--- src/rtl/core_seq_ctrl_if.sv ---
`default_nettype none
// ==========================================================================
// core_seq_ctrl_if : decoder/bus handshake bundle for the core sequencer
// Rev 1.0
// ==========================================================================
interface core_seq_ctrl_if #(
  parameter int CNT_WIDTH = 32
) ();
  logic [6:0]           opcode;
  logic                 wr_reg;
  logic                 branch_taken;
  logic                 imem_ack;
  logic                 dmem_ack;
  logic                 imem_req;
  logic                 ir_we;
  logic                 dmem_req;
  logic                 dmem_we;
  logic                 rf_we;
  logic                 pc_we;
  logic                 pc_sel;
  logic                 trap;
  logic [2:0]           state;
  logic [CNT_WIDTH-1:0] instret;

  modport master (
    input  opcode, wr_reg, branch_taken, imem_ack, dmem_ack,
    output imem_req, ir_we, dmem_req, dmem_we, rf_we, pc_we, pc_sel, trap,
           state, instret
  );

  modport slave (
    output opcode, wr_reg, branch_taken, imem_ack, dmem_ack,
    input  imem_req, ir_we, dmem_req, dmem_we, rf_we, pc_we, pc_sel, trap,
           state, instret
  );
endinterface
`default_nettype wire

--- src/rtl/core_seq_ctrl.sv ---
`default_nettype none
// ==========================================================================
// core_seq_ctrl : multi-cycle fetch/decode/exec/mem/wb sequencer with traps
// Rev 1.0
// ==========================================================================
module core_seq_ctrl #(
  parameter int TIMEOUT_CYCLES = 16,
  parameter int CNT_WIDTH      = 32
) (
  input  logic            clk,
  input  logic            rst,
  core_seq_ctrl_if.master bus
);
  localparam int c_wait_w = $clog2(TIMEOUT_CYCLES + 1);
  localparam logic [c_wait_w-1:0] c_wait_last = c_wait_w'(TIMEOUT_CYCLES - 1);

  localparam logic [6:0] c_op_op     = 7'b0110011;
  localparam logic [6:0] c_op_imm    = 7'b0010011;
  localparam logic [6:0] c_op_load   = 7'b0000011;
  localparam logic [6:0] c_op_store  = 7'b0100011;
  localparam logic [6:0] c_op_branch = 7'b1100011;
  localparam logic [6:0] c_op_lui    = 7'b0110111;
  localparam logic [6:0] c_op_auipc  = 7'b0010111;
  localparam logic [6:0] c_op_jal    = 7'b1101111;
  localparam logic [6:0] c_op_jalr   = 7'b1100111;

  typedef enum logic [2:0] {
    S_IDLE   = 3'd0,
    S_FETCH  = 3'd1,
    S_DECODE = 3'd2,
    S_EXEC   = 3'd3,
    S_MEM    = 3'd4,
    S_WB     = 3'd5,
    S_TRAP   = 3'd6,
    S_SPARE  = 3'd7
  } state_e;

  state_e               state_q, state_d;
  logic [c_wait_w-1:0]  wait_q, wait_d;
  logic [CNT_WIDTH-1:0] instret_q, instret_d;

  logic is_load, is_store, is_branch, is_jump, is_legal;

  assign is_load   = (bus.opcode == c_op_load);
  assign is_store  = (bus.opcode == c_op_store);
  assign is_branch = (bus.opcode == c_op_branch);
  assign is_jump   = (bus.opcode == c_op_jal) || (bus.opcode == c_op_jalr);
  assign is_legal  = bus.opcode inside {c_op_op, c_op_imm, c_op_load, c_op_store,
                                        c_op_branch, c_op_lui, c_op_auipc,
                                        c_op_jal, c_op_jalr};

  always_ff @(posedge clk or posedge rst) begin
    if (rst) begin
      state_q   <= S_IDLE;
      wait_q    <= '0;
      instret_q <= '0;
    end else begin
      state_q   <= state_d;
      wait_q    <= wait_d;
      instret_q <= instret_d;
    end
  end

  always_comb begin
    state_d   = state_q;
    wait_d    = wait_q;
    instret_d = instret_q;
    case (state_q)
      S_IDLE:   state_d = S_FETCH;
      S_FETCH: begin
        // an ack in the limit cycle still completes the fetch
        if (bus.imem_ack)              state_d = S_DECODE;
        else if (wait_q == c_wait_last) state_d = S_TRAP;
        else                           wait_d  = wait_q + 1'b1;
      end
      S_DECODE: state_d = is_legal ? S_EXEC : S_TRAP;
      S_EXEC:   state_d = (is_load || is_store) ? S_MEM : S_WB;
      S_MEM: begin
        if (bus.dmem_ack)              state_d = S_WB;
        else if (wait_q == c_wait_last) state_d = S_TRAP;
        else                           wait_d  = wait_q + 1'b1;
      end
      S_WB: begin
        state_d   = S_FETCH;
        instret_d = instret_q + 1'b1;
      end
      S_TRAP:   state_d = S_TRAP;
      default:  state_d = S_TRAP;
    endcase
    if (state_d != state_q) wait_d = '0;
  end

  // Outputs decode from the registered state only; acks never reach them.
  always_comb begin
    bus.imem_req = (state_q == S_FETCH);
    bus.ir_we    = (state_q == S_DECODE);
    bus.dmem_req = (state_q == S_MEM);
    bus.dmem_we  = (state_q == S_MEM) && is_store;
    bus.rf_we    = 1'b0;
    bus.pc_we    = 1'b0;
    bus.pc_sel   = 1'b0;
    if (state_q == S_WB) begin
      bus.pc_we  = 1'b1;
      bus.rf_we  = bus.wr_reg && !is_store && !is_branch;
      bus.pc_sel = is_jump || (is_branch && bus.branch_taken);
    end
    bus.trap     = (state_q == S_TRAP);
  end

  assign bus.state   = state_q;
  assign bus.instret = instret_q;

endmodule
`default_nettype wire

--- src/flat_wrapper.sv ---
// flat-port wrapper written by rule: the top's interface ports become plain ports
module core_seq_ctrl_flat 
#(
  parameter int TIMEOUT_CYCLES = 16,
  parameter int CNT_WIDTH      = 32
)
  (clk, rst, bus_opcode, bus_wr_reg, bus_branch_taken, bus_imem_ack, bus_dmem_ack, bus_imem_req, bus_ir_we, bus_dmem_req, bus_dmem_we, bus_rf_we, bus_pc_we, bus_pc_sel, bus_trap, bus_state, bus_instret);
  core_seq_ctrl_if #(.CNT_WIDTH(CNT_WIDTH)) bus_i ();
  input  logic clk;
  input  logic rst;
  input wire logic [$bits(bus_i.opcode)-1:0] bus_opcode;
  input wire logic [$bits(bus_i.wr_reg)-1:0] bus_wr_reg;
  input wire logic [$bits(bus_i.branch_taken)-1:0] bus_branch_taken;
  input wire logic [$bits(bus_i.imem_ack)-1:0] bus_imem_ack;
  input wire logic [$bits(bus_i.dmem_ack)-1:0] bus_dmem_ack;
  output wire logic [$bits(bus_i.imem_req)-1:0] bus_imem_req;
  output wire logic [$bits(bus_i.ir_we)-1:0] bus_ir_we;
  output wire logic [$bits(bus_i.dmem_req)-1:0] bus_dmem_req;
  output wire logic [$bits(bus_i.dmem_we)-1:0] bus_dmem_we;
  output wire logic [$bits(bus_i.rf_we)-1:0] bus_rf_we;
  output wire logic [$bits(bus_i.pc_we)-1:0] bus_pc_we;
  output wire logic [$bits(bus_i.pc_sel)-1:0] bus_pc_sel;
  output wire logic [$bits(bus_i.trap)-1:0] bus_trap;
  output wire logic [$bits(bus_i.state)-1:0] bus_state;
  output wire logic [$bits(bus_i.instret)-1:0] bus_instret;
  assign bus_i.opcode = bus_opcode;
  assign bus_i.wr_reg = bus_wr_reg;
  assign bus_i.branch_taken = bus_branch_taken;
  assign bus_i.imem_ack = bus_imem_ack;
  assign bus_i.dmem_ack = bus_dmem_ack;
  assign bus_imem_req = bus_i.imem_req;
  assign bus_ir_we = bus_i.ir_we;
  assign bus_dmem_req = bus_i.dmem_req;
  assign bus_dmem_we = bus_i.dmem_we;
  assign bus_rf_we = bus_i.rf_we;
  assign bus_pc_we = bus_i.pc_we;
  assign bus_pc_sel = bus_i.pc_sel;
  assign bus_trap = bus_i.trap;
  assign bus_state = bus_i.state;
  assign bus_instret = bus_i.instret;
  core_seq_ctrl #(.TIMEOUT_CYCLES(TIMEOUT_CYCLES), .CNT_WIDTH(CNT_WIDTH)) u_core (.clk(clk), .rst(rst), .bus(bus_i));
endmodule
--- config.mk ---
export PLATFORM = sky130hd
export DESIGN_NAME = core_seq_ctrl_flat
export DESIGN_NICKNAME = d
export VERILOG_FILES = /design/src/rtl/core_seq_ctrl_if.sv /design/src/rtl/core_seq_ctrl.sv /design/src/flat_wrapper.sv
export SDC_FILE = /design/constraint.sdc
export NUM_CORES = 1
export LEC_CHECK = 0
export CAP_MARGIN = 20
export CORE_MARGIN = 4
export CORE_UTILIZATION = 45
export CTS_CLUSTER_SIZE = 12
export DETAILED_ROUTE_END_ITERATION = 7
export DONT_BUFFER_PORTS = 1
export PLACE_DENSITY = 0.56
export SETUP_SLACK_MARGIN = 0.05
export SLEW_MARGIN = 0
export SYNTH_ARGS = -nofsm -noshare
export SYNTH_HDL_FRONTEND = slang
export SYNTH_SLANG_ARGS = --single-unit
--- constraint.sdc ---
create_clock -name clk -period 3.4 [get_ports clk]
set_input_delay 0.34 -clock clk [delete_from_list [all_inputs] [get_ports clk]]
set_output_delay 0.34 -clock clk [all_outputs]
set_load 0.1 [all_outputs]
==> summary.txt, run 1 <==
Timing
  – Hold slack: 0.342 ns
  – Minimum clock period: 2.35 ns
  – Setup TNS: 0 ns
  – Endpoints failing hold: 0
  – Setup Viol. Count Final: 0
  – Slew Limit Fails: 0
  – RSZ-0062 raised after global routing: false
  – Skew final: 0.00551 ns
  – Fmax: 426 MHz
  – Rel. slew slack: 38.9%
  – Worst slew pin tran: 0.916 ns
  – Tcrit/Tclk final: 69.0%

GRT
  – First-pass GRT wire length: 7.67 mm
  – Total GRT Usage: 15.9%
  – Vias in the first global route: 1,664
  – Largest net degree at the start of global routing: 28
  – Total congestion overflow: 0
  – Initial antenna violation count: 0

Finish
  – Final non-filler cell total: 300
  – Share of cells above drive strength 1: 26.2%
  – Most frequent cells in the layout: buf_4 (40), dfrtp_1 (40), xnor2_1 (19)
  – Area Growth Syn to Fin: 26.4%
  – Final #Nets: 263
  – Ant diodes: 0
  – Design area: 2630 um2

Floorplanning
  – Die W: 76.0 um
  – Die height: 76.0 um
  – # rows: 24
  – Full die area: 5770 um2
  – Starting Density: 47.1%
  – I/O Pins: 56
  – Core footprint: 4410 um2

Worst setup path
  – CP startpoint: u_core.bus.state[1]
  – CP delay by family, top: buffers and inverters
  – Critical Path Start Type: flop
  – Slowest cell on the critical path: dfrtp_1
  – Crit path buf inv count: 2
  – Critical R2R Launch: u_core.bus.instret[9]
  – Crit path capture: bus_pc_sel
  – Setup CP Type: reg2out
  – Worst Setup End Kind: output port
  – Reg2reg end: u_core.bus.instret[28]
  – Worst-case reg-to-reg path depth: 6
  – CP max stage delay: 0.39 ns
  – Req. time, crit path: 3.06 ns
  – Crit-path max FO: 8
  – Levels on crit path: 5
  – Reg2reg setup slack: 1.21 ns
  – Cell Chain, Critical Path: and3b_1 > buf_4 > o21ai_0 > nor4_4 > buf_12
  – WP data arrival: 2.01 ns

Clock tree
  – Clk sinks: 40
  – Hold buffer count at CTS: 0
  – Clk buf depth: 2
  – CTS tree: yes
  – CTS root buf: clkbuf_8
  – Setup bufs post-CTS: 0
  – TritonCTS Buffers: 5
  – Clock-pin transition on the worst setup and hold timing paths: 0.07 ns
  – Cts repair resizes: 0
  – CTS H-tree depth: 2
  – Clk_lat worst skew: 0.29 ns

Power and ir drop
  – LEAKAGE: 1.30 nW
  – Worst vdd ir: 0.158 mV
  – PwrDens: 312 nW/um2
  – Total Power: 820 uW

Routing
  – Vias: 1,625
  – Avg WL per Cell: 14.5 um
  – Antenna viol nets, final: 0
  – Post-DR vias/cell: 5.42
  – DRC Markers: 0
  – Initial drt markers: 33
  – Final WL: 4.35 mm
  – Pre-antenna DRT Iters: 4

Synth
  – Seq/Total Area, Yosys: 48.1%
  – Ys async rst share: 100%
  – Xor and xnor area share after synthesis: 14.3%
  – Post-Synthesis Cells: 199
  – Main combinational cell family by area after synthesis: simple AND/OR/NAND/NOR gates
  – Post-synth EDFFs: 0
  – Syn_nets: 215
  – Netlist cell types: 40
  – Mux cell area share after synthesis: 1.56%
  – Compound-cell area share of the yosys netlist: 6.02%
  – Post-synthesis adder-cell area fraction: 1.81%
  – Most used DFF post-synth: dfrtp_1
  – Syn avg cell area: 10.4 um2
  – Ys Warns: 0
  – Simple-Gate Fraction of Synth Area: 25.6%
  – Yosys reg bits: 40
  – Netlist Area Pre-Place: 2080 um2

Place
  – Hpwl dp: 3.46 mm
  – Number of port buffers: 0
  – Placed cell count: 290
  – Placed cell area: 2500 um2
  – Placer congestion estimate: 0.800

Worst hold path
  – Min-Delay Path Class: in2reg

Flow run
  – Max Cap Viol: 0

Run status
  – Outcome: finished clean
## per-layer routing
layer	vias up	track usage [%]	wire length, um
li1	785	-	-
met1	782	16.9	1700
met2	48	28.3	2230
met3	10	5.91	316
met4	0	5.69	97
met5	-	0	0
## final cells by class
cell class | instances | area [um2]
fillers | 412 | 1790
clock inverters | 2 | 10.0
multi-input cells | 149 | 1060
inverters | 7 | 26.3
well taps | 52 | 65.1
repair buffers | 44 | 378
flip-flops and latches | 40 | 1000
clock buffers | 6 | 82.6
## tightest hold or removal path, cell delays in order
cell     delay, ns
a21oi_1       0.06
nand3_1       0.11
nand2_1       0.07
## kinds of logic after synthesis
kind of cell / after synthesis
simple gates: 90
flops: 40
xor+xnor: 34
compound gates: 19
buf+inv: 10
mux: 3
fa+ha+maj: 3
## synth_stat cells (2+ instances only)
cell type  instances  share of area (%)
dfrtp_1           40                 48
xnor2_1           19                8.0
nor2_1            17                3.1
nand2_1           16                2.9
xor2_1            15                6.3
nand3_1           14                3.4
inv_1              7                1.3
and3_1             6                1.8
o21ai_0            6                1.4
a211oi_1           5                1.8
nand2b_1           5                1.5
nor2b_1            5                1.5
and4_1             4                1.7
ha_1               3                1.8
nand4_1            3               0.90
a21oi_1            2               0.48
and2_1             2               0.60
buf_6              2                1.1
mux2_2             2                1.1
nor3_1             2               0.48
nor4_1             2               0.60
nor4_2             2                1.2
o211ai_1           2               0.72
or4_1              2               0.72
## power breakdown
part	internal, mW	total [mW]	switching, mW
sequential	0.475	0.475	0.000000955
combinational	0.00755	0.0222	0.0146
clock	0.162	0.323	0.161
total	0.645	0.820	0.175
## stage by stage
stage,setup slack [ns],util [%]
2_1_floorplan,-0.307,-
3_3_place_gp,1.23,56.6
3_5_place_dp,1.19,56.6
4_1_cts,1.04,58.7
5_1_grt,0.929,59.5
6_report,1.05,59.5
## how the worst min path moves through the flow
stage                           start                endpoint  slack, ns  depth (start not counted)
6_report                bus_opcode[6]     u_core.bus.state[0]       0.34                          3
5_1_grt                 bus_opcode[6]     u_core.bus.state[0]       0.34                          3
4_1_cts                           rst        u_core.wait_q[2]       0.21                          1
3_5_place_dp                      rst        u_core.wait_q[2]       0.52                          1
3_3_place_gp   u_core.bus.instret[28]  u_core.bus.instret[28]       0.51                          1
2_1_floorplan        u_core.wait_q[3]        u_core.wait_q[3]       0.55                          2
## registers in the layout (all words and copies together) (netlist names)
| name | flops |
|---|---|
| u_core.wait_q | 5 |
| u_core.bus.state | 3 |
| u_core.bus.instret | 32 |
Power figures use the tool's default switching activity.
==> inputs of run 2 (changes only) <==
==> constraint.sdc (replaced) <==
create_clock -name clk -period 2.2 [get_ports clk]
set_input_delay 0.22 -clock clk [delete_from_list [all_inputs] [get_ports clk]]
set_output_delay 0.22 -clock clk [all_outputs]
set_load 0.1 [all_outputs]
==> run 2 against run 1 <==
Non-clock buffer count up 4. Via count up 1.9%. Register-to-register slack worse by 1.1 ns. Setup slack worse by 0.91 ns. Combinational power up 33%. Worst hold slack worse by 0.12 ns. Clock power up 55%. Clock skew down 0.0040 ns. Utilization up 2.1 points. Sequential share of layout area about the same. First-iteration DRC count up 64%. Final cell count up 1.3%. Critical path type is now reg2reg. Highest routed layer unchanged.
==> summary.txt, run 2 (synthesis results as in run 1) <==
Clock tree
  – CTS root buf: clkbuf_8 (unchanged)
  – CTS tree: yes (unchanged)
  – CTS H-tree depth: 2 (unchanged)
  – TritonCTS Buffers: 5 (unchanged)
  – Setup bufs post-CTS: 0 (unchanged)
  – Clk_lat worst skew: 0.29 ns (about the same)
  – Clock-pin transition on the worst setup and hold timing paths: 0.07 ns (about the same)
  – Clk sinks: 40 (unchanged)
  – Clk buf depth: 2 (unchanged)

Finish
  – Ant diodes: 0 (unchanged)
  – Share of cells above drive strength 1: 39.7% (was 26.2%)
  – Final #Nets: 267 (was 263)
  – Area Growth Syn to Fin: 30.9% (was 26.4%)
  – Layout fillers: 362 (was 412)
  – Number of flip-flops in the largest register: 32 (unchanged)
  – Commonest non-fill, non-tap cell in the layout: buf_4
  – Most frequent cells in the layout: buf_4 (45), xnor2_1 (19), dfrtp_2 (19) (was buf_4 (40), dfrtp_1 (40), xnor2_1 (19))

GRT
  – Total GRT Usage: 16.4% (was 15.9%)
  – Total congestion overflow: 0 (unchanged)
  – Largest net degree at the start of global routing: 41 (was 28)
  – Vias in the first global route: 1,682 (was 1,664)
  – First-pass GRT wire length: 7.81 mm (was 7.67 mm)
  – Initial antenna violation count: 0 (unchanged)

Routing
  – Avg WL per Cell: 15.6 um (was 14.5 um)
  – Pre-antenna DRT Iters: 4 (unchanged)
  – Antenna viol nets, final: 0 (unchanged)
  – Final WL: 4.76 mm (was 4.35 mm)
  – Post-DR vias/cell: 5.45 (was 5.42)
  – DRC Markers: 0 (unchanged)
  – Vias: 1,656 (was 1,625)
  – Initial drt markers: 54 (was 33)

Floorplanning
  – # rows: 24 (unchanged)
  – Die W: 76.0 um (unchanged)
  – Starting Density: 47.1% (unchanged)
  – Core footprint: 4410 um2 (unchanged)
  – Full die area: 5770 um2 (unchanged)
  – Die height: 76.0 um (unchanged)
  – I/O Pins: 56 (unchanged)

Timing
  – Fmax: 486 MHz
  – Tcrit/Tclk final: 93.5%
  – Slew Limit Fails: 0 (unchanged)
  – Minimum clock period: 2.06 ns
  – RSZ-0062 raised after global routing: false (unchanged)
  – Endpoints failing hold: 0 (unchanged)
  – Hold slack: 0.227 ns (was 0.342 ns)
  – Worst slew pin tran: 0.573 ns (was 0.916 ns)
  – Skew final: 0.00155 ns (was 0.00551 ns)
  – Rel. slew slack: 61.8% (was 38.9%)
  – Setup ws final: 0.143 ns (was 1.05 ns)
  – Setup Viol. Count Final: 0 (unchanged)

Worst hold path
  – Min-Delay Path Class: in2reg (unchanged)

Place
  – Placer congestion estimate: 0.836 (was 0.800)
  – Number of port buffers: 0 (unchanged)
  – Pre-CTS setup slack: 0.0878 ns (was 1.19 ns)
  – Hpwl dp: 3.72 mm (was 3.46 mm)

Worst setup path
  – WP data arrival: 2.26 ns (was 2.01 ns)
  – Worst Setup End Kind: flop (was output port)
  – Worst-case reg-to-reg path depth: 8 (was 6)
  – Setup CP Type: reg2reg (was reg2out)
  – Req. time, crit path: 2.40 ns (was 3.06 ns)
  – CP startpoint: u_core.wait_q[0] (was u_core.bus.state[1])
  – Critical R2R Launch: u_core.wait_q[0] (was u_core.bus.instret[9])
  – Reg2reg end: u_core.wait_q[1] (was u_core.bus.instret[28])
  – Critical Path Start Type: flop (unchanged)
  – Crit-path max FO: 5 (was 8)
  – Reg2reg setup slack: 0.14 ns (was 1.21 ns)
  – Crit path capture: u_core.wait_q[1] (was bus_pc_sel)

Power and ir drop
  – Clk pwr share: 39.6% (was 39.3%)
  – Net Sw Frac: 21.6% (was 21.4%)
  – Switching pwr: 273 uW (was 175 uW)
  – Total Power: 1.26 mW (was 820 uW)
  – Combinational cell fraction of total power: 2.3% (was 2.7%)
  – LEAKAGE: 1.30 nW (about the same)
  – Internal: 991 uW (was 645 uW)
  – Share of power burned in registers: 58.1% (was 58.0%)
  – Worst vdd ir: 0.240 mV (was 0.158 mV)
  – PwrDens: 464 nW/um2 (was 312 nW/um2)

Run status
  – Outcome: finished clean (unchanged)

Flow run
  – Max Cap Viol: 0 (unchanged)
==> run 2: changes by cell type in the layout (fill, tap and decap cells not counted), sizes merged <==
cell | previous run | this run
buf | 43 | 47
==> run 2: area by class of cell <==
| class | count | area [um2] | share of cell area (%) |
|---|---|---|---|
| multi-input cells | 149 | 1110 | 40.9 |
| flip-flops and latches | 40 | 1040 | 38.1 |
| repair buffers | 48 | 388 | 14.3 |
| clock buffers | 6 | 82.6 | 3.03 |
| well taps | 52 | 65.1 | 2.39 |
| inverters | 7 | 26.3 | 0.966 |
| clock inverters | 2 | 10.0 | 0.368 |
==> run 2: worst max-delay path, stage by stage, from the launching register on <==
cell      delay, ns
dfrtp_1        0.41
ha_1           0.23
and3_1         0.18
ha_1           0.22
nor2_2         0.15
o21ai_0        0.09
o32a_1         0.19
or2b_4         0.30
a211oi_2       0.20
==> run 2: worst min-delay path by stage <==
stage	start	endpoint	slack, ns	cells past startpoint
detailed placement	rst	u_core.wait_q[1]	0.27	2
CTS	bus_imem_ack	u_core.bus.state[2]	0.22	3
global route	bus_imem_ack	u_core.bus.state[1]	0.22	2
floorplan	rst	u_core.bus.instret[19]	0.44	1
finish	bus_imem_ack	u_core.bus.state[2]	0.23	3
global placement	rst	u_core.wait_q[3]	0.26	2
==> run 2: timing repair <==
item                                    4_1_cts  5_1_grt
gates resized for setup                       1        6
endpoints found under the hold margin        40        0
pin swaps                                     0        1
endpoints found under the setup margin        1        6
hold buffers                                  1        0
==> run 2: metrics by stage <==
stage                     utilization [%]  instance area, um2  cells  TNS, ns
final                                61.6                2720    304        0
after global routing                 61.6                2720    304        0
after CTS                            61.1                2700    304        0
after detailed placement             58.7                2590    295        0
after floorplan                         -                2180    199   -0.885
after global placement               58.7                2590    295        0
==> run 2: power groups by stage <==
| stage | Clock [mW] | Sequential [mW] | Combinational (mW) |
|---|---|---|---|
| after detailed placement | 0 | 0.749 | 0.0292 |
| after floorplan | 0 | 0.749 | 0.0215 |
| final | 0.500 | 0.734 | 0.0296 |
| after CTS | 0.511 | 0.734 | 0.0306 |
| after global placement | 0 | 0.749 | 0.0280 |
| after global routing | 0.546 | 0.734 | 0.0337 |
==> run 2: metal layers <==
layer  up-vias  wire length, um  track usage, %
met5         -                0               0
met4         0               69            5.52
met3         7              379            6.15
met2        56             2470            28.9
met1       802             1840            18.1
li1        791                -               -
==> inputs of run 3 (changes only) <==
--- a/config.mk
+++ b/config.mk
@@ -5,7 +5,8 @@
 export SDC_FILE = /design/constraint.sdc
 export NUM_CORES = 1
 export LEC_CHECK = 0
-export CAP_MARGIN = 20
+export CAP_MARGIN = 5
+export CORE_ASPECT_RATIO = 1.5
 export CORE_MARGIN = 4
 export CORE_UTILIZATION = 45
 export CTS_CLUSTER_SIZE = 12
==> run 3 against run 2 <==
Via count down 0.79%. Critical path depth stayed put. Critical path type unchanged. Sequential share of layout area rose by 0.12 points. Die area is 0.38% higher. Clock power is essentially flat. Highest routed layer unchanged. Final cell count down 1.3%. Design area is 0.32% lower.
==> summary.txt, run 3 (synthesis results as in run 1) <==
Worst setup path
  – Crit path buf inv count: 0 (unchanged)
  – Critical Path Start Type: flop (unchanged)
  – WP data arrival: 2.25 ns (was 2.26 ns)
  – Crit-path max FO: 5 (unchanged)
  – Worst-case reg-to-reg path depth: 8 (unchanged)
  – CP delay by family, top: simple AND/OR/NAND/NOR gates (unchanged)
  – Req. time, crit path: 2.39 ns (was 2.40 ns)
  – Critical R2R Launch: u_core.wait_q[0] (unchanged)
  – CP max stage delay: 0.41 ns (about the same)
  – Reg2reg setup slack: 0.14 ns (about the same)
  – Reg2reg end: u_core.wait_q[2] (was u_core.wait_q[1])
  – Slowest cell on the critical path: dfrtp_1 (unchanged)
  – Setup CP Type: reg2reg (unchanged)
  – Worst Setup End Kind: flop (unchanged)
  – Cell Chain, Critical Path: ha_1 > and3_1 > ha_2 > nor2_2 > o21ai_0 > o32a_1 > or2b_4 > a211oi_1 (was ha_1 > and3_1 > ha_1 > nor2_2 > o21ai_0 > o32a_1 > or2b_4 > a211oi_2)

Finish
  – Number of flip-flops in the largest register: 32 (unchanged)
  – Ant diodes: 0 (unchanged)
  – Multi-input combinational cell area: 1110 um2 (about the same)
  – Area Growth Syn to Fin: 30.4% (was 30.9%)
  – Layout fillers: 406 (was 362)
  – Final #Nets: 267 (unchanged)
  – Commonest non-fill, non-tap cell in the layout: buf_4 (unchanged)
  – Design area: 2710 um2 (was 2720 um2)
  – Share of cells above drive strength 1: 39.3% (was 39.7%)
  – Most frequent cells in the layout: buf_4 (44), xnor2_1 (19), dfrtp_2 (19) (was buf_4 (45), xnor2_1 (19), dfrtp_2 (19))
  – Register area: 1040 um2 (unchanged)

Timing
  – RSZ-0062 raised after global routing: false (unchanged)
  – Setup ws final: 0.142 ns (was 0.143 ns)
  – Setup Viol. Count Final: 0 (unchanged)
  – Hold slack: 0.227 ns (about the same)
  – Fmax: 486 MHz (about the same)
  – Slew Limit Fails: 0 (unchanged)
  – Worst slew pin tran: 0.517 ns (was 0.573 ns)
  – Endpoints failing hold: 0 (unchanged)
  – Tcrit/Tclk final: 93.5% (about the same)
  – Skew final: 0.00263 ns (was 0.00155 ns)
  – Minimum clock period: 2.06 ns (about the same)
  – Rel. slew slack: 65.5% (was 61.8%)

GRT
  – Initial antenna violation count: 0 (unchanged)
  – Largest net degree at the start of global routing: 41 (unchanged)
  – Total congestion overflow: 0 (unchanged)
  – Vias in the first global route: 1,724 (was 1,682)
  – Total GRT Usage: 17.2% (was 16.4%)
  – First-pass GRT wire length: 7.86 mm (was 7.81 mm)

Worst hold path
  – Hold path endpoint: u_core.bus.state[2] (unchanged)
  – Hold path cells: 3 (unchanged)
  – Hold Path Origin: bus_imem_ack (unchanged)
  – Min-Delay Path Class: in2reg (unchanged)

Routing
  – Final WL: 4.64 mm (was 4.76 mm)
  – Initial drt markers: 46 (was 54)
  – Pre-antenna DRT Iters: 4 (unchanged)
  – DRC Markers: 0 (unchanged)
  – Vias: 1,643 (was 1,656)
  – Post-DR vias/cell: 5.48 (was 5.45)
  – Antenna viol nets, final: 0 (unchanged)
  – Avg WL per Cell: 15.5 um (was 15.6 um)

Place
  – Placer congestion estimate: 0.887 (was 0.836)
  – Number of port buffers: 0 (unchanged)
  – Hpwl dp: 3.65 mm (was 3.72 mm)
  – Placed cell area: 2590 um2 (about the same)
  – Pre-CTS setup slack: 0.0925 ns (was 0.0878 ns)

Clock tree
  – CTS tree: yes (unchanged)
  – Clock-pin transition on the worst setup and hold timing paths: 0.08 ns (was 0.07 ns)
  – TritonCTS Buffers: 5 (unchanged)
  – CTS root buf: clkbuf_8 (unchanged)
  – Clk_lat worst skew: 0.29 ns (about the same)
  – CTS H-tree depth: 2 (unchanged)
  – Clk buf depth: 2 (unchanged)
  – Clk sinks: 40 (unchanged)
  – Setup bufs post-CTS: 0 (unchanged)

Floorplanning
  – I/O Pins: 56 (unchanged)
  – Full die area: 5800 um2 (was 5770 um2)
  – Die W: 63.5 um (was 76.0 um)
  – Die height: 91.3 um (was 76.0 um)
  – Core footprint: 4500 um2 (was 4410 um2)
  – Starting Density: 46.2% (was 47.1%)
  – # rows: 30 (was 24)

Power and ir drop
  – Combinational cell fraction of total power: 2.3% (about the same)
  – Internal: 992 uW (was 991 uW)
  – Share of power burned in registers: 58.0% (was 58.1%)
  – Net Sw Frac: 21.7% (was 21.6%)
  – Total Power: 1.27 mW (was 1.26 mW)
  – PwrDens: 467 nW/um2 (was 464 nW/um2)
  – Worst vdd ir: 0.282 mV (was 0.240 mV)
  – Clk pwr share: 39.7% (was 39.6%)
  – LEAKAGE: 1.30 nW (about the same)
  – Switching pwr: 275 uW (was 273 uW)

Flow run
  – Max Cap Viol: 0 (unchanged)

Run status
  – Outcome: finished clean (unchanged)
## run 3: cell types whose count changed in the layout (fill, tap and decap cells not counted)
cell / change
ha_2: +1
ha_1: -1
a211oi_1: +2
buf_6: +1
a211oi_2: -2
buf_4: -1
## run 3: worst reg2reg max path, delay by kind of cell (launching register included)
kind,cells,cell delay (ns)
compound gates,3,0.52
fa+ha+maj,2,0.43
flops,1,0.41
simple gates,3,0.59
## run 3: metrics by stage
| step | util (%) | instances | setup TNS, ns |
|---|---|---|---|
| finish | 60.2 | 300 | 0 |
| global route | 60.2 | 300 | 0 |
| CTS | 59.7 | 300 | 0 |
| detailed placement | 57.4 | 291 | 0 |
| global placement | 57.4 | 291 | 0 |
| floorplan | - | 199 | -0.885 |
## run 3: how the worst max path moves through the flow
stage / from / to / slack (ns) / depth (start not counted)
2_1_floorplan: u_core.bus.state[1] / bus_pc_sel / -0.33 / 4
3_3_place_gp: u_core.wait_q[0] / u_core.wait_q[3] / 0.20 / 8
3_5_place_dp: u_core.wait_q[0] / u_core.wait_q[1] / 0.09 / 8
4_1_cts: u_core.bus.state[1] / bus_pc_sel / 0.05 / 5
5_1_grt: u_core.wait_q[0] / u_core.wait_q[2] / 0.02 / 8
6_report: u_core.wait_q[0] / u_core.wait_q[2] / 0.14 / 8
## run 3: layout make-up
| cell class | count | share of cell area (%) |
|---|---|---|
| multi-input cells | 149 | 40.8 |
| flip-flops and latches | 40 | 38.2 |
| repair buffers | 48 | 14.4 |
| clock buffers | 6 | 3.04 |
| well taps | 48 | 2.21 |
| inverters | 7 | 0.969 |
| clock inverters | 2 | 0.369 |
## run 3: timing repair
item                       in CTS  in global routing
hold endpoints to repair       40                  0
gates resized for setup         0                  7
hold buffers                    1                  0
setup endpoints to repair       0                  6
## run 3: power by group through the flow
stage               logic (mW)  registers (mW)  clock network [mW]
floorplan               0.0215           0.749                   0
global placement        0.0281           0.749                   0
detailed placement      0.0293           0.749                   0
CTS                     0.0307           0.734               0.521
global route            0.0343           0.734               0.554
finish                  0.0296           0.734               0.503
## run 3: layer usage
metal  vias up  wire, um  global-route usage, %
li1        794         -                      -
met4         0        78                   6.13
met5         -         0                      0
met1       797      1640                   17.2
met2        44      2580                   31.6
met3         8       341                   6.44
